File: src/rtl/instruction_cache_pkg.sv
// Shared definitions for the direct-mapped instruction cache:
// FSM state encodings, response payload, memory-side widths and
// address field-split helpers (tag / index / word / line base).
package instruction_cache_pkg;

    localparam int unsigned ADDR_W         = 32;
    localparam int unsigned INSTR_W        = 32;
    localparam int unsigned MEM_DATA_W     = 8;
    localparam int unsigned BYTES_PER_WORD = 4;

    typedef enum logic [1:0] {
        ICACHE_IDLE    = 2'd0,
        ICACHE_REFILL  = 2'd1,
        ICACHE_RESPOND = 2'd2
    } icache_state_e;

    // Registered response payload returned to the instruction unit.
    typedef struct packed {
        logic [ADDR_W-1:0]  addr;
        logic [INSTR_W-1:0] instr;
    } icache_resp_t;

    // Tag field: everything above offset and index.
    function automatic logic [ADDR_W-1:0] addr_tag(input logic [ADDR_W-1:0] a,
                                                   input int unsigned off,
                                                   input int unsigned idx);
        return a >> (off + idx);
    endfunction

    // Line index field.
    function automatic logic [ADDR_W-1:0] addr_index(input logic [ADDR_W-1:0] a,
                                                     input int unsigned off,
                                                     input int unsigned idx);
        return (a >> off) & ((32'd1 << idx) - 32'd1);
    endfunction

    // Word-within-line field.
    function automatic logic [ADDR_W-1:0] addr_word(input logic [ADDR_W-1:0] a,
                                                    input int unsigned off);
        return (a >> 2) & ((32'd1 << (off - 2)) - 32'd1);
    endfunction

    // Byte address of the first byte in the line.
    function automatic logic [ADDR_W-1:0] line_base(input logic [ADDR_W-1:0] a,
                                                    input int unsigned off);
        return a & ~((32'd1 << off) - 32'd1);
    endfunction

endpackage

File: src/rtl/instruction_cache_if.sv
// Fetch + memory-read bus of the instruction cache.
//   fetch side : flushIn, reqValid, reqAddr -> instrOutValid, instrOut, instrAddrOut
//   memory side: memRequest, memAddr -> memGrant, memDataIn (byte one cycle after grant)
// slave  : the cache view
// master : the instruction unit / memory controller view
interface instruction_cache_if;
    import instruction_cache_pkg::*;

    logic                  flushIn;
    logic                  reqValid;
    logic [ADDR_W-1:0]     reqAddr;
    logic                  instrOutValid;
    logic [INSTR_W-1:0]    instrOut;
    logic [ADDR_W-1:0]     instrAddrOut;
    logic                  memRequest;
    logic [ADDR_W-1:0]     memAddr;
    logic                  memGrant;
    logic [MEM_DATA_W-1:0] memDataIn;

    modport slave (
        input  flushIn, reqValid, reqAddr, memGrant, memDataIn,
        output instrOutValid, instrOut, instrAddrOut, memRequest, memAddr
    );

    modport master (
        output flushIn, reqValid, reqAddr, memGrant, memDataIn,
        input  instrOutValid, instrOut, instrAddrOut, memRequest, memAddr
    );

endinterface

File: src/rtl/instruction_cache_refill_engine.sv
// Line refill engine: issues the byte reads of one cache line over the
// arbitrated memory port, captures each returned byte one cycle after its
// grant and assembles little-endian words for the data array.
// Ports:
//   clk, rst_n              clock, async active-low reset
//   start_c, base_addr      begin refill of the line at base_addr
//   mem_grant, mem_data     controller grant / returned byte
//   mem_request, mem_addr   registered read request and byte address
//   word_we_c/idx_c/data_c  completed word write into the line
//   line_done_c             last byte of the line is being captured
module instruction_cache_refill_engine
    import instruction_cache_pkg::*;
#(
    parameter int unsigned LINE_WORDS = 4
) (
    input  logic                  clk,
    input  logic                  rst_n,
    input  logic                  start_c,
    input  logic [ADDR_W-1:0]     base_addr,
    input  logic                  mem_grant,
    input  logic [MEM_DATA_W-1:0] mem_data,
    output logic                  mem_request,
    output logic [ADDR_W-1:0]     mem_addr,
    output logic                  word_we_c,
    output logic [((LINE_WORDS > 1) ? $clog2(LINE_WORDS) : 1)-1:0] word_idx_c,
    output logic [INSTR_W-1:0]    word_data_c,
    output logic                  line_done_c
);

    localparam int unsigned LINE_BYTES = LINE_WORDS * BYTES_PER_WORD;
    localparam int unsigned CNT_W      = $clog2(LINE_BYTES) + 1;
    localparam int unsigned WORD_W     = (LINE_WORDS > 1) ? $clog2(LINE_WORDS) : 1;

    logic [CNT_W-1:0]  issue_q, issue_d;
    logic [CNT_W-1:0]  recv_q, recv_d;
    logic              rx_pending_q, rx_pending_d;
    logic [23:0]       asm_q, asm_d;
    logic              mem_request_q, mem_request_d;
    logic [ADDR_W-1:0] mem_addr_q, mem_addr_d;
    logic [ADDR_W-1:0] base_q, base_d;

    // Issue/receive bookkeeping and word assembly.
    always_comb begin
        issue_d       = issue_q;
        recv_d        = recv_q;
        rx_pending_d  = mem_request_q & mem_grant;
        asm_d         = asm_q;
        mem_request_d = mem_request_q;
        mem_addr_d    = mem_addr_q;
        base_d        = base_q;
        word_we_c     = 1'b0;
        word_idx_c    = WORD_W'(recv_q >> 2);
        word_data_c   = {mem_data, asm_q};
        line_done_c   = 1'b0;

        if (mem_request_q && mem_grant) begin
            issue_d = issue_q + CNT_W'(1);
            if (issue_d == CNT_W'(LINE_BYTES)) begin
                mem_request_d = 1'b0;    // address holds on the last byte
            end else begin
                mem_addr_d = base_q + ADDR_W'(issue_d);
            end
        end

        // Bytes arrive lowest first; shift in from the top so byte 0 ends at [7:0].
        if (rx_pending_q) begin
            recv_d = recv_q + CNT_W'(1);
            asm_d  = {mem_data, asm_q[23:8]};
            if (recv_q[1:0] == 2'd3) begin
                word_we_c = 1'b1;
            end
            if (recv_q == CNT_W'(LINE_BYTES - 1)) begin
                line_done_c = 1'b1;
            end
        end

        if (start_c) begin
            issue_d       = '0;
            recv_d        = '0;
            rx_pending_d  = 1'b0;
            mem_request_d = 1'b1;
            mem_addr_d    = base_addr;
            base_d        = base_addr;
        end
    end

    always_ff @(posedge clk or negedge rst_n) begin
        if (!rst_n) begin
            issue_q       <= '0;
            recv_q        <= '0;
            rx_pending_q  <= 1'b0;
            asm_q         <= '0;
            mem_request_q <= 1'b0;
            mem_addr_q    <= '0;
            base_q        <= '0;
        end else begin
            issue_q       <= issue_d;
            recv_q        <= recv_d;
            rx_pending_q  <= rx_pending_d;
            asm_q         <= asm_d;
            mem_request_q <= mem_request_d;
            mem_addr_q    <= mem_addr_d;
            base_q        <= base_d;
        end
    end

    assign mem_request = mem_request_q;
    assign mem_addr    = mem_addr_q;

endmodule

File: src/rtl/instruction_cache.sv
// Direct-mapped read-only instruction cache. Hits answer one cycle after
// the request is sampled; misses refill the whole line byte by byte and
// then answer. A flush drops any response still owed.
// Ports:
//   clockIn, resetIn     clock, async active-low reset
//   bus (slave)          fetch request/response and memory read port
//   hitCount, missCount  request counters, present only with ICACHE_STATS_EN
// Optional feature macro: ICACHE_STATS_EN
module instruction_cache
    import instruction_cache_pkg::*;
#(
    parameter int unsigned LINES      = 16,
    parameter int unsigned LINE_WORDS = 4
) (
    input  logic                clockIn,
    input  logic                resetIn,
    instruction_cache_if.slave  bus
`ifdef ICACHE_STATS_EN
    ,
    output logic [31:0]         hitCount,
    output logic [31:0]         missCount
`endif
);

    localparam int unsigned OFF    = $clog2(LINE_WORDS * BYTES_PER_WORD);
    localparam int unsigned IDX_W  = $clog2(LINES);
    localparam int unsigned TAG_W  = ADDR_W - OFF - IDX_W;
    localparam int unsigned WORD_W = (LINE_WORDS > 1) ? $clog2(LINE_WORDS) : 1;

    icache_state_e      state_q, state_d;
    logic [LINES-1:0]   valid_q, valid_d;
    logic [TAG_W-1:0]   tag_q  [LINES];
    logic [INSTR_W-1:0] data_q [LINES][LINE_WORDS];
    logic [ADDR_W-1:0]  miss_addr_q, miss_addr_d;
    logic               drop_q, drop_d;
    logic               out_valid_q, out_valid_d;
    icache_resp_t       resp_q, resp_d;

    logic [IDX_W-1:0]   req_idx_c, miss_idx_c;
    logic [WORD_W-1:0]  req_word_c, miss_word_c;
    logic [TAG_W-1:0]   req_tag_c, miss_tag_c;
    logic [ADDR_W-1:0]  line_base_c;
    logic               sample_c, hit_c;
    logic               start_c, hit_evt_c, miss_evt_c;
    logic [INSTR_W-1:0] fill_word_c;

    logic               mem_request;
    logic [ADDR_W-1:0]  mem_addr;
    logic               word_we_c, line_done_c;
    logic [WORD_W-1:0]  word_idx_c;
    logic [INSTR_W-1:0] word_data_c;

    // Address split of the incoming request and of the latched miss.
    always_comb begin
        req_idx_c   = IDX_W'(addr_index(bus.reqAddr, OFF, IDX_W));
        req_word_c  = WORD_W'(addr_word(bus.reqAddr, OFF));
        req_tag_c   = TAG_W'(addr_tag(bus.reqAddr, OFF, IDX_W));
        line_base_c = line_base(bus.reqAddr, OFF);
        miss_idx_c  = IDX_W'(addr_index(miss_addr_q, OFF, IDX_W));
        miss_word_c = WORD_W'(addr_word(miss_addr_q, OFF));
        miss_tag_c  = TAG_W'(addr_tag(miss_addr_q, OFF, IDX_W));
    end

    // Sampling is blocked while a response pulse is out (duplicate guard).
    assign sample_c = (state_q == ICACHE_IDLE) && bus.reqValid && !out_valid_q;
    assign hit_c    = valid_q[req_idx_c] && (tag_q[req_idx_c] == req_tag_c);

    // The requested word may be the one completing in this very cycle.
    assign fill_word_c = (word_we_c && (word_idx_c == miss_word_c)) ?
                         word_data_c : data_q[miss_idx_c][miss_word_c];

    instruction_cache_refill_engine #(
        .LINE_WORDS (LINE_WORDS)
    ) u_refill (
        .clk         (clockIn),
        .rst_n       (resetIn),
        .start_c     (start_c),
        .base_addr   (line_base_c),
        .mem_grant   (bus.memGrant),
        .mem_data    (bus.memDataIn),
        .mem_request (mem_request),
        .mem_addr    (mem_addr),
        .word_we_c   (word_we_c),
        .word_idx_c  (word_idx_c),
        .word_data_c (word_data_c),
        .line_done_c (line_done_c)
    );

    // Next-state and response logic.
    always_comb begin
        state_d     = state_q;
        valid_d     = valid_q;
        miss_addr_d = miss_addr_q;
        drop_d      = drop_q;
        out_valid_d = 1'b0;
        resp_d      = resp_q;
        start_c     = 1'b0;
        hit_evt_c   = 1'b0;
        miss_evt_c  = 1'b0;

        unique case (state_q)
            ICACHE_IDLE: begin
                if (sample_c) begin
                    if (hit_c) begin
                        hit_evt_c = 1'b1;
                        if (!bus.flushIn) begin
                            out_valid_d  = 1'b1;
                            resp_d.addr  = bus.reqAddr;
                            resp_d.instr = data_q[req_idx_c][req_word_c];
                        end
                    end else begin
                        miss_evt_c           = 1'b1;
                        miss_addr_d          = bus.reqAddr;
                        drop_d               = bus.flushIn;
                        valid_d[req_idx_c]   = 1'b0;   // line is about to be overwritten
                        start_c              = 1'b1;
                        state_d              = ICACHE_REFILL;
                    end
                end
            end
            ICACHE_REFILL: begin
                if (bus.flushIn) begin
                    drop_d = 1'b1;
                end
                if (line_done_c) begin
                    valid_d[miss_idx_c] = 1'b1;
                    if (drop_q || bus.flushIn) begin
                        drop_d  = 1'b0;
                        state_d = ICACHE_IDLE;
                    end else begin
                        out_valid_d  = 1'b1;
                        resp_d.addr  = miss_addr_q;
                        resp_d.instr = fill_word_c;
                        state_d      = ICACHE_RESPOND;
                    end
                end
            end
            ICACHE_RESPOND: begin
                state_d = ICACHE_IDLE;   // pulse is on the output this cycle
            end
            default: begin
                state_d = ICACHE_IDLE;
            end
        endcase
    end

    always_ff @(posedge clockIn or negedge resetIn) begin
        if (!resetIn) begin
            state_q     <= ICACHE_IDLE;
            valid_q     <= '0;
            miss_addr_q <= '0;
            drop_q      <= 1'b0;
            out_valid_q <= 1'b0;
            resp_q      <= '0;
        end else begin
            state_q     <= state_d;
            valid_q     <= valid_d;
            miss_addr_q <= miss_addr_d;
            drop_q      <= drop_d;
            out_valid_q <= out_valid_d;
            resp_q      <= resp_d;
        end
    end

    // Tag and data arrays carry no reset; valid bits gate them.
    always_ff @(posedge clockIn) begin
        if ((state_q == ICACHE_REFILL) && line_done_c) begin
            tag_q[miss_idx_c] <= miss_tag_c;
        end
        if (word_we_c) begin
            data_q[miss_idx_c][word_idx_c] <= word_data_c;
        end
    end

`ifdef ICACHE_STATS_EN
    logic [31:0] hit_count_q, hit_count_d;
    logic [31:0] miss_count_q, miss_count_d;

    // Per sampled request, flushed ones included; wraps naturally.
    always_comb begin
        hit_count_d  = hit_count_q + 32'(hit_evt_c);
        miss_count_d = miss_count_q + 32'(miss_evt_c);
    end

    always_ff @(posedge clockIn or negedge resetIn) begin
        if (!resetIn) begin
            hit_count_q  <= '0;
            miss_count_q <= '0;
        end else begin
            hit_count_q  <= hit_count_d;
            miss_count_q <= miss_count_d;
        end
    end

    assign hitCount  = hit_count_q;
    assign missCount = miss_count_q;
`else
    logic stats_unused_c;
    assign stats_unused_c = hit_evt_c ^ miss_evt_c;
`endif

    assign bus.instrOutValid = out_valid_q;
    assign bus.instrOut      = resp_q.instr;
    assign bus.instrAddrOut  = resp_q.addr;
    assign bus.memRequest    = mem_request;
    assign bus.memAddr       = mem_addr;

endmodule

File: src/flat_wrapper.sv
// flat-port wrapper written by rule: the top's interface ports become plain ports
module instruction_cache_flat import instruction_cache_pkg::*;
#(
    parameter int unsigned LINES      = 16,
    parameter int unsigned LINE_WORDS = 4
)
  (clockIn, resetIn, bus_flushIn, bus_reqValid, bus_reqAddr, bus_memGrant, bus_memDataIn, bus_instrOutValid, bus_instrOut, bus_instrAddrOut, bus_memRequest, bus_memAddr);
  instruction_cache_if bus_i ();
  input  logic clockIn;
  input  logic resetIn;
  input wire logic [$bits(bus_i.flushIn)-1:0] bus_flushIn;
  input wire logic [$bits(bus_i.reqValid)-1:0] bus_reqValid;
  input wire logic [$bits(bus_i.reqAddr)-1:0] bus_reqAddr;
  input wire logic [$bits(bus_i.memGrant)-1:0] bus_memGrant;
  input wire logic [$bits(bus_i.memDataIn)-1:0] bus_memDataIn;
  output wire logic [$bits(bus_i.instrOutValid)-1:0] bus_instrOutValid;
  output wire logic [$bits(bus_i.instrOut)-1:0] bus_instrOut;
  output wire logic [$bits(bus_i.instrAddrOut)-1:0] bus_instrAddrOut;
  output wire logic [$bits(bus_i.memRequest)-1:0] bus_memRequest;
  output wire logic [$bits(bus_i.memAddr)-1:0] bus_memAddr;
  assign bus_i.flushIn = bus_flushIn;
  assign bus_i.reqValid = bus_reqValid;
  assign bus_i.reqAddr = bus_reqAddr;
  assign bus_i.memGrant = bus_memGrant;
  assign bus_i.memDataIn = bus_memDataIn;
  assign bus_instrOutValid = bus_i.instrOutValid;
  assign bus_instrOut = bus_i.instrOut;
  assign bus_instrAddrOut = bus_i.instrAddrOut;
  assign bus_memRequest = bus_i.memRequest;
  assign bus_memAddr = bus_i.memAddr;
  instruction_cache #(.LINES(LINES), .LINE_WORDS(LINE_WORDS)) u_core (.clockIn(clockIn), .resetIn(resetIn), .bus(bus_i));
endmodule
File: config.mk
export PLATFORM = sky130hd
export DESIGN_NAME = instruction_cache_flat
export DESIGN_NICKNAME = d
export VERILOG_FILES = /design/src/rtl/instruction_cache_pkg.sv /design/src/rtl/instruction_cache_if.sv /design/src/rtl/instruction_cache_refill_engine.sv /design/src/rtl/instruction_cache.sv /design/src/flat_wrapper.sv
export SDC_FILE = /design/constraint.sdc
export NUM_CORES = 2
export LEC_CHECK = 0
export CORE_UTILIZATION = 63
export DETAILED_ROUTE_END_ITERATION = 10
export PLACE_DENSITY = 0.86
export SYNTH_ARGS = -nofsm -noshare
export SYNTH_HDL_FRONTEND = slang
export SYNTH_SLANG_ARGS = --single-unit
export TNS_END_PERCENT = 20
File: constraint.sdc
create_clock -name clockIn -period 6 [get_ports clockIn]
set_input_delay 1.2 -clock clockIn [delete_from_list [all_inputs] [get_ports clockIn]]
set_output_delay 1.2 -clock clockIn [all_outputs]
set_load 0.1 [all_outputs]
### Yosys cells after proc, flatten, opt, wreduce, memory -nomap -nowiden

Memory sizes are Yosys's and may differ from the RTL's.
Cells that the tools add are included.

* flip-flop bits (word level): 212
* bits in writable memories: 2432
* bits of input ports: 45
* output and inout bits: 98
* logic and storage cells: 135
* memories: 2

* add/sub/neg operators: 3
* magnitude comparators: 8
* equality and inequality tests: 13
* mux-type cells: 64
* bitwise operators: 8
* reduce and logical (&&, ||, !) cells: 23

Memories
* u_core.data_q: words 16, width 128, read ports 2, clocked after memory_dff 0, write ports 1, line instruction_cache.sv:33 `logic [INSTR_W-1:0] data_q [LINES][LINE_WORDS];`
* u_core.tag_q: words 16, width 24, read ports 1, clocked after memory_dff 0, write ports 1, line instruction_cache.sv:32 `logic [TAG_W-1:0] tag_q [LINES];`

Operators by type and width (count)
* 64-bit 2-to-1 mux: 5
* 32-bit 2-to-1 mux: 9
* 32-bit binary-select mux with 2-bit select: 2
* 128-bit 2-to-1 mux: 1
* 64-bit one-hot mux with 2 select lines: 1
* 32-bit demux with 2-bit select: 1
* 16-bit 2-to-1 mux: 3
* 32-bit by 5-bit adder with 32-bit output: 1
* 16-bit one-hot mux with 2 select lines: 1
* 1-bit 2-to-1 mux: 27
* 24-bit equality test: 1
* 5-bit 2-to-1 mux: 4
* 16-bit AND: 1
* 16-bit inverter: 1
* 16-bit OR: 1
* 5-bit by 1-bit adder with 5-bit output (second input constant): 2
* 4-bit by 5-bit less-than comparator with 1-bit output (second input constant): 2
* 3-bit greater-or-equal comparator (second input constant): 3
* 1-bit logical AND: 9
* 2-bit inverter with 3-bit output: 3
* 3-bit AND reduction: 3
* 1-bit demux with 4-bit select: 2
* 4-bit by 1-bit greater-or-equal comparator with 1-bit output (second input constant): 2
* 2-bit 2-to-1 mux: 4
* other kinds (20): 30

### Logic depth before layout (Yosys ltp)

* depth after elaboration: 9
* depth in mapped cells: 16
* mapped depth without buffers: 13

### By module

A second synthesis with hierarchy kept.

* cells, all modules: 5674
* area, all modules: 119139.3 um^2

By module, submodules not included
* instruction_cache: times used 1, cells an instance 5210, area each 114132.0 um^2, sequential area each 75932.8 um^2
* instruction_cache_refill_engine: times used 1, cells an instance 464, area each 5007.3 um^2, sequential area each 2502.4 um^2

### Worst setup path after synthesis

No wires, ideal clock.

* kind: register to register
* from: register u_core.miss_addr_q[4]
* to: memory u_core.data_q[9][0] (netlist name) (enable)
* library setup time: 0.421 ns
* arrival: 3.880 ns
* data required time: 5.579 ns
* path slack: 1.699 ns
* stages on the path, launching flop included: 10
* buffers on the path: 6
* period minus slack after synthesis: 4.301 ns
* cells stage by stage: dfrtp_1 clkbuf_1 buf_2 buf_2 clkbuf_1 buf_1 clkbuf_1 nor2b_1 nand2_1 nor2_1

RTL lines
* start: declaration: line instruction_cache.sv:34 `logic [ADDR_W-1:0] miss_addr_q, miss_addr_d;`
* start signal: assignment: line instruction_cache.sv:158 `miss_addr_q <= miss_addr_d;`
* end: declaration: line instruction_cache.sv:33

No word-level cell before the write port.

### Final worst setup path

* from: register u_core.miss_addr_q[5]
* to: register u_core.resp_q, in the netlist u_core.bus.instrOut[13]

* cells in the longest elaborated chain, start to end: 8

Ends and longest elaborated chain
* memory read 16 x 128 bit
* 32-bit binary-select mux with 2-bit select: line instruction_cache.sv:70 `word_data_c : data_q[miss_idx_c][miss_word_c];`
* 32-bit 2-to-1 mux (not written as such) (2 in a row): line instruction_cache.sv:70
* 32-bit 2-to-1 mux: line instruction_cache.sv:69 `assign fill_word_c = (word_we_c && (word_idx_c == miss_word_c)) ?`
* 64-bit 2-to-1 mux: line instruction_cache.sv:127 `if (drop_q || bus.flushIn) begin`
* 64-bit 2-to-1 mux: line instruction_cache.sv:125 `if (line_done_c) begin`
* 64-bit one-hot mux with 2 select lines: line instruction_cache.sv:101 `unique case (state_q)`
* end signal: assignment: line instruction_cache.sv:161 `resp_q <= resp_d;`
* end: declaration: line instruction_cache.sv:37 `icache_resp_t resp_q, resp_d;`

No other way between the ends. The select of a mux whose other input is x is not followed.
A chain may end at the register's enable or synchronous reset.

==> results.ini <==
[sta]
worst_pin_slew_ns = 1.415
max_slew_margin = 0.05693
setup_violations = 0
hold-worst-slack_ns = 0.2793
finalSetupTns_ns = 0
rsz0062_at_grt = no
period_share = 0.8221
finalHoldViolCount = 0
finalMaxSlewViolations = 0
min_period_ns = 4.932
finClkSkew_ns = 0.08015
fmax_mhz = 202.7

[floorplan]
core_mm2 = 0.1880
initial_core_util = 0.6346
die_height_um = 437.2
rows = 159
die_w_um = 437.2
die_area_mm2 = 0.1911
io_pins = 143

[run_status]
violations = DRC
status = finished with violations

[layout]
layout_commonest_cell = edfxtp_1
post-route-util = 0.7082
drive_gt1_frac = 0.2604
final_cell_mix = edfxtp_1 (2432), mux4_2 (803), mux2i_1 (712)
fin_nets = 6784
area_delta_synth_final_pct = 11.60

[clocking]
ctsHoldBuffers = 0
cts_buffers = 279
path_clk_slew_ns = 0.06
clk_path_buf_depth = 4
clock_latency_ns = 0.95
clock_sinks = 2644
cts_root_buf = clkbuf_16
post_cts_buffers = 0
cts-resized-gates = 0
cts_tree = done
htree_num_levels = 5

[synth]
synth_edf_count = 2432
synthXorXnorAreaFrac = 0.004625
synth.top_cells.by_area = edfxtp_1 (61%), mux4_2 (15%), mux2i_1 (6.0%)
synth_seq_area_share = 0.6566
synth_compound_area_frac = 0.05712
synthDistinctLibCells = 68
syn-num-nets = 6646
synthAdderAreaFrac = 0.0006293
synth_top_family_by_area = multiplexers
syn_area_mm2 = 0.1193
muxShareOfSynthArea = 0.2361
synthCells = 6595
yosysTopAreaCell = edfxtp_1
synth_top_area_frac = 0.6122
syn_area_per_cell_um2 = 18.09
yosys_most_used_dff = edfxtp_1
synth-warning-count = 0
synthSimpleGateAreaFrac = 0.02596
async_flop_share = 0.08018
synth-seq-cells = 2644

[detailed_routing]
wire_per_inst_um = 39.26
wl_um = 370100
viasPerCell = 8.036
dr.pass1.iters = 10
drt_iter0_drc = 14110
ant_nets = 0
drc = 44
vias = 75760

[critical_path]
critPathLaunchType = flip-flop
crit_fanout = 60
arrival_ns = 5.74
crit_type = reg -> reg
crit_chain = buf_4, buf_4, mux4_2, nor2_1, a221oi_1, a221oi_1, nand2_1, a21oi_1, nor3_1, mux2_4
slowest_stage = a221oi_1
end_kind = flip-flop
critical_path.max_stage_delay_ns = 1.20
cp_data_required_time_ns = 6.80

[place]
place.gp.congestion = 0.9230
port-buffer-count = 142
dp_hpwl_um = 207400

[power]
intPower_w = 0.03811
clock_power_share = 0.293
power_switching_w = 0.01939
comb_power_share = 0.283
p_per_area_mw_per_mm2 = 431.9
vdd_drop_max_mv = 0.4575
power_frac_seq = 0.424
swShare = 0.3372
power_leakage_nw = 44.29
p_total_w = 0.05749

[grt]
overflow = 0
antenna_found_initial = 11
grt_use_total = 0.3856
grt_max_degree = 142
grt_pass1_wl_um = 529400
grt_pass1_vias = 76860

[worst_hold_path]
hold_path.class = in -> async

[flow_run]
drv_cap = 0

==> layout make-up <==
class	count	area, um2
inverters	18	68.82
multi-input cells	3423	39500
flip-flops and latches	2644	78380
clock inverters	117	1089
fillers	10400	54870
diodes	1	2.502
clock buffers	363	7565
repair buffers	367	3408
well taps	2495	3122
==> cells in the mapped netlist (all sizes together), types with 97 or more instances <==
cell type  count
o22ai        198
a221oi       136
buf          199
nor2         154
mux2i        712
mux4         803
nand2        221
edfxtp      2432
a221o         97
a21oi        145
dfrtp        212
clkbuf       311
mux2         246
==> sequential cells by signal, summed over array words and instances, names as in the netlist, 16 cells and up <==
register and flops:
u_core.bus.instrAddrOut 32, u_core.miss_addr_q 32, u_core.u_refill.base_q 28, u_core.valid_q 16
u_core.tag_q 384, u_core.bus.instrOut 32, u_core.u_refill.asm_q 24, u_core.data_q 2048
u_core.u_refill.mem_addr 32
==> logic make-up (layout without fill, tap and decap cells) <==
logic type / count (synthesis) / count (layout)
and+or+nand+nor: 662 / 662
other: 0 / 1
adders and majority gates: 6 / 6
buffers and inverters: 528 / 865
muxes: 1761 / 1761
xor gates and xnor gates: 63 / 63
DFF: 2644 / 2644
AOI/OAI and AO/OA: 931 / 931
==> worst paths after layout <==
check | from | end | slack [ns] | depth (start not counted)
setup / recovery | u_core.miss_addr_q[5] | u_core.bus.instrOut[13] | 1.07 | 10
hold / removal | resetIn | u_core.bus.instrAddrOut[28] | 0.28 | 1
setup reg to reg | u_core.miss_addr_q[5] | u_core.bus.instrOut[13] | 1.07 | 10
hold reg to reg | u_core.valid_q[13] | u_core.valid_q[13] | 0.50 | 1
max in group asynchronous | resetIn | u_core.miss_addr_q[4] | 4.50 | 2
min in group clockIn | u_core.valid_q[13] | u_core.valid_q[13] | 0.50 | 1
==> through the flow <==
stage / setup WS [ns] / cells / area (um2)
after floorplan: 1.699 / 6595 / 119300
after global placement: 0.5951 / 8947 / 124500
after detailed placement: 0.5401 / 8947 / 124500
after CTS: 1.324 / 9427 / 133100
after global routing: 1.056 / 9427 / 133100
final: 1.068 / 9428 / 133100
==> power groups by stage <==
| stage | registers [W] | logic [W] | clock network [W] |
|---|---|---|---|
| CTS | 0.0242 | 0.0157 | 0.0168 |
| floorplan | 0.0251 | 0.00912 | 0 |
| finish | 0.0244 | 0.0163 | 0.0168 |
| global route | 0.0244 | 0.0167 | 0.0174 |
| detailed placement | 0.0246 | 0.0154 | 0 |
| global placement | 0.0245 | 0.0149 | 0 |
==> critical path, delay by kind of cell, from the launching register on <==
kind	cells	cell delay, ns
DFF	1	1.01
AOI/OAI and AO/OA	3	1.52
and+or+nand+nor	3	0.38
muxes	2	0.69
buffers and inverters	2	1.17
==> layer usage <==
layer	global-route usage	vias to the layer above	routed length (um)
met4	0.2566	8	31240
met5	0.003528	-	138
met3	0.1274	2178	57260
li1	-	28030	-
met1	0.4680	37270	111700
met2	0.5932	8276	169800
Note: power is estimated with default switching activity, not from simulation.
